==> config.mk <==
export PLATFORM = sky130hd
export DESIGN_NAME = regfile_mp
export DESIGN_NICKNAME = d
export VERILOG_FILES = /design/src/rtl/regfile_mp.sv
export SDC_FILE = /design/constraint.sdc
export NUM_CORES = 2
export LEC_CHECK = 0
export CAP_MARGIN = 20
export CORE_MARGIN = 8
export CORE_UTILIZATION = 40
export DETAILED_ROUTE_END_ITERATION = 7
export HOLD_SLACK_MARGIN = 0.03
export SETUP_SLACK_MARGIN = 0.5
export SLEW_MARGIN = 0
export SYNTH_ARGS = -nofsm -noshare
export SYNTH_HDL_FRONTEND = slang
export SYNTH_SLANG_ARGS = --single-unit
==> constraint.sdc <==
create_clock -name CLK -period 12.62 [get_ports CLK]
set_input_delay 2.524 -clock CLK [delete_from_list [all_inputs] [get_ports CLK]]
set_output_delay 2.524 -clock CLK [all_outputs]
set_load 0.02 [all_outputs]
==> src/rtl/regfile_mp.sv <==
// Multi-ported register file with write-to-read bypass and a per-register busy scoreboard.
// Storage has no reset; an INIT sweep writes zeros one entry per cycle after reset or clr.
module regfile_mp #(
   parameter int unsigned DATA_W = 32,
   parameter int unsigned NREGS  = 32,
   parameter int unsigned NREAD  = 2,
   parameter int unsigned NWRITE = 2,
   parameter bit          BYPASS = 1'b1,
   localparam int unsigned AW    = $clog2(NREGS)
) (
   input  logic                     CLK,
   input  logic                     RST,
   input  logic                     clr,
   input  logic [NWRITE-1:0]        wen,
   input  logic [NWRITE*AW-1:0]     wsel,
   input  logic [NWRITE*DATA_W-1:0] wdat,
   input  logic [NREAD*AW-1:0]      rsel,
   output logic [NREAD*DATA_W-1:0]  rdat,
   output logic [NREAD-1:0]         rbusy,
   input  logic                     claim,
   input  logic [AW-1:0]            csel,
   output logic                     ready
);

   localparam logic [0:0] StInit = 1'b0;
   localparam logic [0:0] StRun  = 1'b1;

   logic [0:0]        r_state;
   logic [AW-1:0]     r_idx;
   logic [DATA_W-1:0] r_mem [NREGS];
   logic [NREGS-1:0]  r_busy;
   logic [NREGS-1:0]  w_busy_d;
   logic              w_run_wr;
   logic [AW-1:0]     w_sel;
   logic [DATA_W-1:0] w_val;

   assign ready    = (r_state == StRun);
   // A clr cycle discards its writes and claims.
   assign w_run_wr = (r_state == StRun) && !clr;

   always_ff @(posedge CLK) begin
      if (RST) begin
         r_state <= StInit;
         r_idx   <= '0;
      end else if (r_state == StInit) begin
         r_idx <= r_idx + AW'(1);
         if (r_idx == AW'(NREGS - 1)) begin
            r_state <= StRun;
         end
      end else if (clr) begin
         r_state <= StInit;
         r_idx   <= '0;
      end
   end

   // Ascending port order so the highest-numbered writer lands last.
   always_ff @(posedge CLK) begin
      if (!RST) begin
         if (r_state == StInit) begin
            r_mem[r_idx] <= '0;
         end else if (w_run_wr) begin
            for (int p = 0; p < int'(NWRITE); p++) begin
               if (wen[p] && (wsel[p*AW +: AW] != '0)) begin
                  r_mem[wsel[p*AW +: AW]] <= wdat[p*DATA_W +: DATA_W];
               end
            end
         end
      end
   end

   always_comb begin
      w_busy_d = r_busy;
      if (!w_run_wr) begin
         w_busy_d = '0;
      end else begin
         for (int p = 0; p < int'(NWRITE); p++) begin
            if (wen[p]) begin
               w_busy_d[wsel[p*AW +: AW]] = 1'b0;
            end
         end
         if (claim) begin
            w_busy_d[csel] = 1'b1;
         end
      end
      w_busy_d[0] = 1'b0;
   end

   always_ff @(posedge CLK) begin
      if (RST) begin
         r_busy <= '0;
      end else begin
         r_busy <= w_busy_d;
      end
   end

   always_comb begin
      rdat  = '0;
      rbusy = '0;
      w_sel = '0;
      w_val = '0;
      for (int i = 0; i < int'(NREAD); i++) begin
         w_sel = rsel[i*AW +: AW];
         w_val = '0;
         if ((r_state == StRun) && (w_sel != '0)) begin
            w_val = r_mem[w_sel];
            if (BYPASS && !clr) begin
               for (int p = 0; p < int'(NWRITE); p++) begin
                  if (wen[p] && (wsel[p*AW +: AW] == w_sel)) begin
                     w_val = wdat[p*DATA_W +: DATA_W];
                  end
               end
            end
            rbusy[i] = r_busy[w_sel];
         end
         rdat[i*DATA_W +: DATA_W] = w_val;
      end
   end

endmodule

Word-level counts from Yosys, hierarchy flattened
Memories as Yosys holds them, arrays and structs flattened. Cells that the tools add are included.

Bitwise gates (word level): 6. Reduce and logical (&&, ||, !) cells: 19. Equal/unequal tests: 6. Order comparisons: 8. Add/sub/neg operators: 1. Muxes and demuxes: 46.

Operators by type and width (number): $mux 32 (14); $and 32x32->32 (2); $not 32->32 (2); $or 32x32->32 (1); $reduce_or 32->1 (1); $lt 5x6->1 const B (5); $mux 1 (24); $eq 5x5->1 (4); $reduce_bool 5->1 (4); $demux 1 s5 (3); $ge 5x1->1 const B (3); $mux 5 (3); $logic_and 1x1->1 (12); $bmux 1 s5 (2); $add 5x1->5 const B (1); $eq 5x5->1 const B (1); $ne 2x2->1 const B (1); $reduce_or 2->1 (1); $logic_not 1->1 (1); $not 1->1 (1).

Register bits: 38. Memories: 1. Output and inout port bits: 67. Bits in writable memories: 1024.

Memories: r_mem (depth 32, bits a word 32, rd ports 2, clocked after Yosys merged registers in 0, wr ports 2, RTL line 30) `logic [DATA_W-1:0] r_mem [NREGS];`.

Logic depth before layout (Yosys ltp)
Word-level depth: 13. Depth in mapped cells: 10. Gate-level depth less buffers: 6.

Least setup slack after synthesis
OpenSTA, ideal clock, no wires.

Path kind: input-to-output. From: input rsel[7]. To: output rdat[34]. Buffers on the path: 3. Data arrival time: 4.414 ns. Path slack: 5.682 ns. Stages: 7. Path through: buf_2 -> clkbuf_1 -> buf_1 -> mux4_2 -> mux4_2 -> mux2i_1 -> o22ai_1.

Cells in the longest elaborated chain, start to end: 6. Elaborated cells on any way between the ends: 11.

RTL lines: start, declared (RTL line 17) `input logic [NREAD*AW-1:0] rsel,`; parallel branches: the longest is 5 deep, another holds $mem_v2 32x32; $mux 32 (*) (RTL line 104) `if ((r_state == StRun) && (w_sel != '0)) begin`; end, declared (RTL line 18) `output logic [NREAD*DATA_W-1:0] rdat,`.

Mark *: on every way between the ends.

Worst setup path in the final report
From: input wsel[7]. To: output rdat[19].

Cells in the longest elaborated chain, start to end: 5.

RTL lines: start, declared (RTL line 15) `input logic [NWRITE*AW-1:0] wsel,`; $eq 5x5->1 (RTL line 108) `if (wen[p] && (wsel[p*AW +: AW] == w_sel)) begin`; $logic_and 1x1->1 (RTL line 108); $mux 32 (RTL line 108); $mux 32 (RTL line 106) `if (BYPASS && !clr) begin`; $mux 32 (RTL line 104).

Every way passes these cells.

==> summary.md <==
| Metric | Value |
|---|---|
| F_max | `104 MHz` |
| Drt initial violations | `between 6,000 and 7,000` |
| Final Cell Area | `69,300 um^2` |
| CTS buffer count | `around 110` |
| Worst VDD drop | `0.000122 V` |
| Warnings, synthesis | `0` |
| First-pass GRT wire length | `340,000 um` |
| Setup TNS | `0 ns` |
| Crit path arrival time | `7.07 ns` |
| CTS resizes | `0` |
| Register area | `roughly 31,000 um^2` |
| Kind of critical path | `input pin to output port` |
| TritonRoute pass-1 iters | `8` |
| Most common cell after layout, fill and taps aside | `nand2_1` |
| Post-CTS Setup Repair Bufs | `0` |
| Placed Instance Area | `~65,000 um^2` |
| CP Launch Type | `input pin` |
| Multi-input logic area | `28,400 um^2` |
| Flops & latches, synth | `1,061` |
| Setup-failing EPs final | `0` |
| Final WS setup | `between 3 and 4 ns` |
| Maximum root-to-sink buffer count | `3` |
| I/O pin cnt | `162` |
| Worst Setup SP | `wsel[7]` |
| Clk_lat worst skew | `0.78 ns` |
| Netlist cell types | `slightly above 60` |
| Psw | `between 1500 and 2000 uW` |
| Post-Syn Instances | `approximately 5,400` |
| Die X-Extent | `410 um` |
| Area Overhead vs Synth | `11.6%` |
| Vias | `47,700` |
| FF-to-FF path depth | `8` |
| RePlAce Congestion | `about 0.84` |
| Min Tclk post-route | `9.60 ns` |
| Power density cells | `roughly 110 nW/um^2` |
| Ys flop type | `edfxtp_1` |
| Power Internal | `5970 uW` |
| Total gr overflow | `0` |
| Pre-CTS WS | `3.13 ns` |
| Combinational share of power | `0.076` |
| Sw Share | `0.243` |
| Die area | `168,000 um^2` |
| Max-Cap Viols | `0` |
| CP endpoint kind | `output port` |
| H-Tree Depth | `3` |
| Total Wirelength | `around 240,000 um` |
| Core Region | `roughly 150,000 um^2` |
| Initial Util | `0.403` |
| Clk pin slew, worst setup/hold paths | `around 0.06 ns` |
| Status | `finished, violations left` |
| Layout fillers | `14,000` |
| Worst setup endpoint | `rdat[19]` |
| Slew margin rel. | `0.173` |
| Overall global routing resource usage | `0.277` |
| Die height | `410 um` |
| Initial antenna violation count | `5` |
| Max FO, Critical Path | `20` |
| RSZ-0062 raised after global routing | `no` |
| RR Endpoint | `r_mem[6][29]` |
| Vias in the first global route | `~46,000` |
| Clk network pwr share | `0.437` |
| Worst Path Required | `approximately 10 ns` |
| Register area share after synthesis | `0.507` |
| Row count | `around 140` |
| Mapped Nets | `5,506` |
| Clock sinks | `between 1,000 and 1,500` |
| Fin crit share | `0.760` |
| CTS tree | `built` |
| Sequential fraction of design power | `0.487` |
| Largest net degree at the start of global routing | `roughly 120` |
| Post-synth EDFFs | `1,024` |
| Fin nets | `5,252` |
| CTS root buffer | `clkbuf_16` |
| Share of cells above drive strength 1 | `0.179` |
| Antenna-violating nets left | `0` |
| DP Wirelength | `135,000 um` |
| Failing checks | `design-rule violations` |
| # port buffers | `about 160` |
| Post-CTS Hold Buffers | `0` |
| Hold Crit Class | `flip-flop to flip-flop` |
| Worst Max-Slew Pin Slew | `between 1 and 1.5 ns` |
| Final Max Tran Viols | `0` |
| Cell leakage power | `0.0197 uW` |
| Reg2reg start | `ready` |
| Mapped cell area | `62,100 um^2` |
| Routed WL per cell | `roughly 33 um` |
| Async set or reset register ratio after synthesis | `0` |
| DRC | `5` |
| Post-layout util | `0.450` |
| Most frequent cells in the layout | `nand2_1 (1,102), edfxtp_1 (1,024), o21ai_0 (1,013), mux4_2 (463), mux2i_1 (227)` |
| Avg Cell Area, Syn | `11.5 um^2` |
| R2r setup slk | `7.40 ns` |
| Clk_skew | `0.0664 ns` |
| Final hold viol count | `0` |
| Detailed-route vias per instance | `6.54` |
## flip-flops by register name (all words and copies together), names as in the netlist
signal / cells
ready: 1
r_mem: 1024
r_busy: 31
r_idx: 5
## power groups by stage
stage	combinational, uW	clock (uW)	sequential, uW
finish	597	3440	3840
global route	618	3590	3840
CTS	586	3450	3840
detailed placement	585	0	3920
global placement	577	0	3910
floorplan	372	0	3910
## through the flow
step                hold WS [ns]  std cells  total power [uW]
CTS                        0.525       7288              7880
global route               0.569       7295              8050
detailed placement         0.505       7076              4500
floorplan                  0.477       5409              4280
finish                     0.526       7296              7880
global placement           0.493       7069              4490
## per-layer routing
metal	vias to the layer above	wire length (um)	GRT usage
met1	23600	85700	0.345
met4	6	14500	0.144
met2	3328	112000	0.451
met5	-	45	0.00115
met3	722	27800	0.0635
li1	20100	-	-
## cells in the mapped netlist (12+ instances only)
cell type	instances	share of area
or3_1	32	0.0032
clkbuf_2	15	0.0012
buf_1	41	0.0025
nor2_2	12	0.0012
o21ai_1	47	0.0038
buf_4	16	0.0019
mux2_2	68	0.012
a22oi_1	127	0.015
nand2_1	1103	0.067
a211oi_1	63	0.0076
mux2i_1	227	0.037
xor2_1	12	0.0017
inv_1	36	0.0022
o21ai_0	1013	0.082
mux4_2	463	0.17
edfxtp_1	1024	0.49
o22ai_1	128	0.013
dfxtp_1	37	0.012
o221ai_1	64	0.0090
nor2_1	92	0.0056
clkbuf_1	486	0.029
buf_2	105	0.0085
a21oi_1	77	0.0062
## how the worst min path moves through the flow
stage	start	to	slack [ns]	cells after the start
2_1_floorplan	r_busy[10]	r_busy[10]	0.48	2
3_3_place_gp	r_busy[14]	r_busy[14]	0.49	2
3_5_place_dp	r_busy[14]	r_busy[14]	0.51	2
4_1_cts	r_busy[14]	r_busy[14]	0.53	2
5_1_grt	r_busy[9]	r_busy[9]	0.57	2
6_report	r_busy[9]	r_busy[9]	0.53	2
## cell type report
type | count | share of cell area
Antenna cell | 1 | 0.0000361
Clock buffer | 133 | 0.0425
Clock inverter | 79 | 0.0117
Inverter | 36 | 0.00195
Multi-Input combinational cell | 3640 | 0.410
Sequential cell | 1061 | 0.454
Tap cell | 2044 | 0.0369
Timing Repair Buffer | 302 | 0.0432
## logic make-up (layout without fill, tap and decap cells)
kind of cell / Yosys count / count (layout) / synth area share
compound gates: 1539 / 1539 / 0.139
xor+xnor: 20 / 20 / 0.00282
fa+ha+maj: 2 / 2 / 0.000403
buf+inv: 708 / 550 / 0.0472
flops: 1061 / 1061 / 0.507
mux: 758 / 758 / 0.217
other cells: 0 / 1 / 0
simple gates: 1321 / 1321 / 0.0865
## critical path, stage by stage
cell and delay, ns:
clkdlybuf4s50_1 0.70, xor2_1 0.29, nor4_2 0.52, nand3_1 0.28, o211ai_4 0.91, buf_4 0.60
a211oi_1 0.16, or3_1 0.47, clkdlybuf4s50_1 0.59
Note: power is estimated with default switching activity, not from simulation.
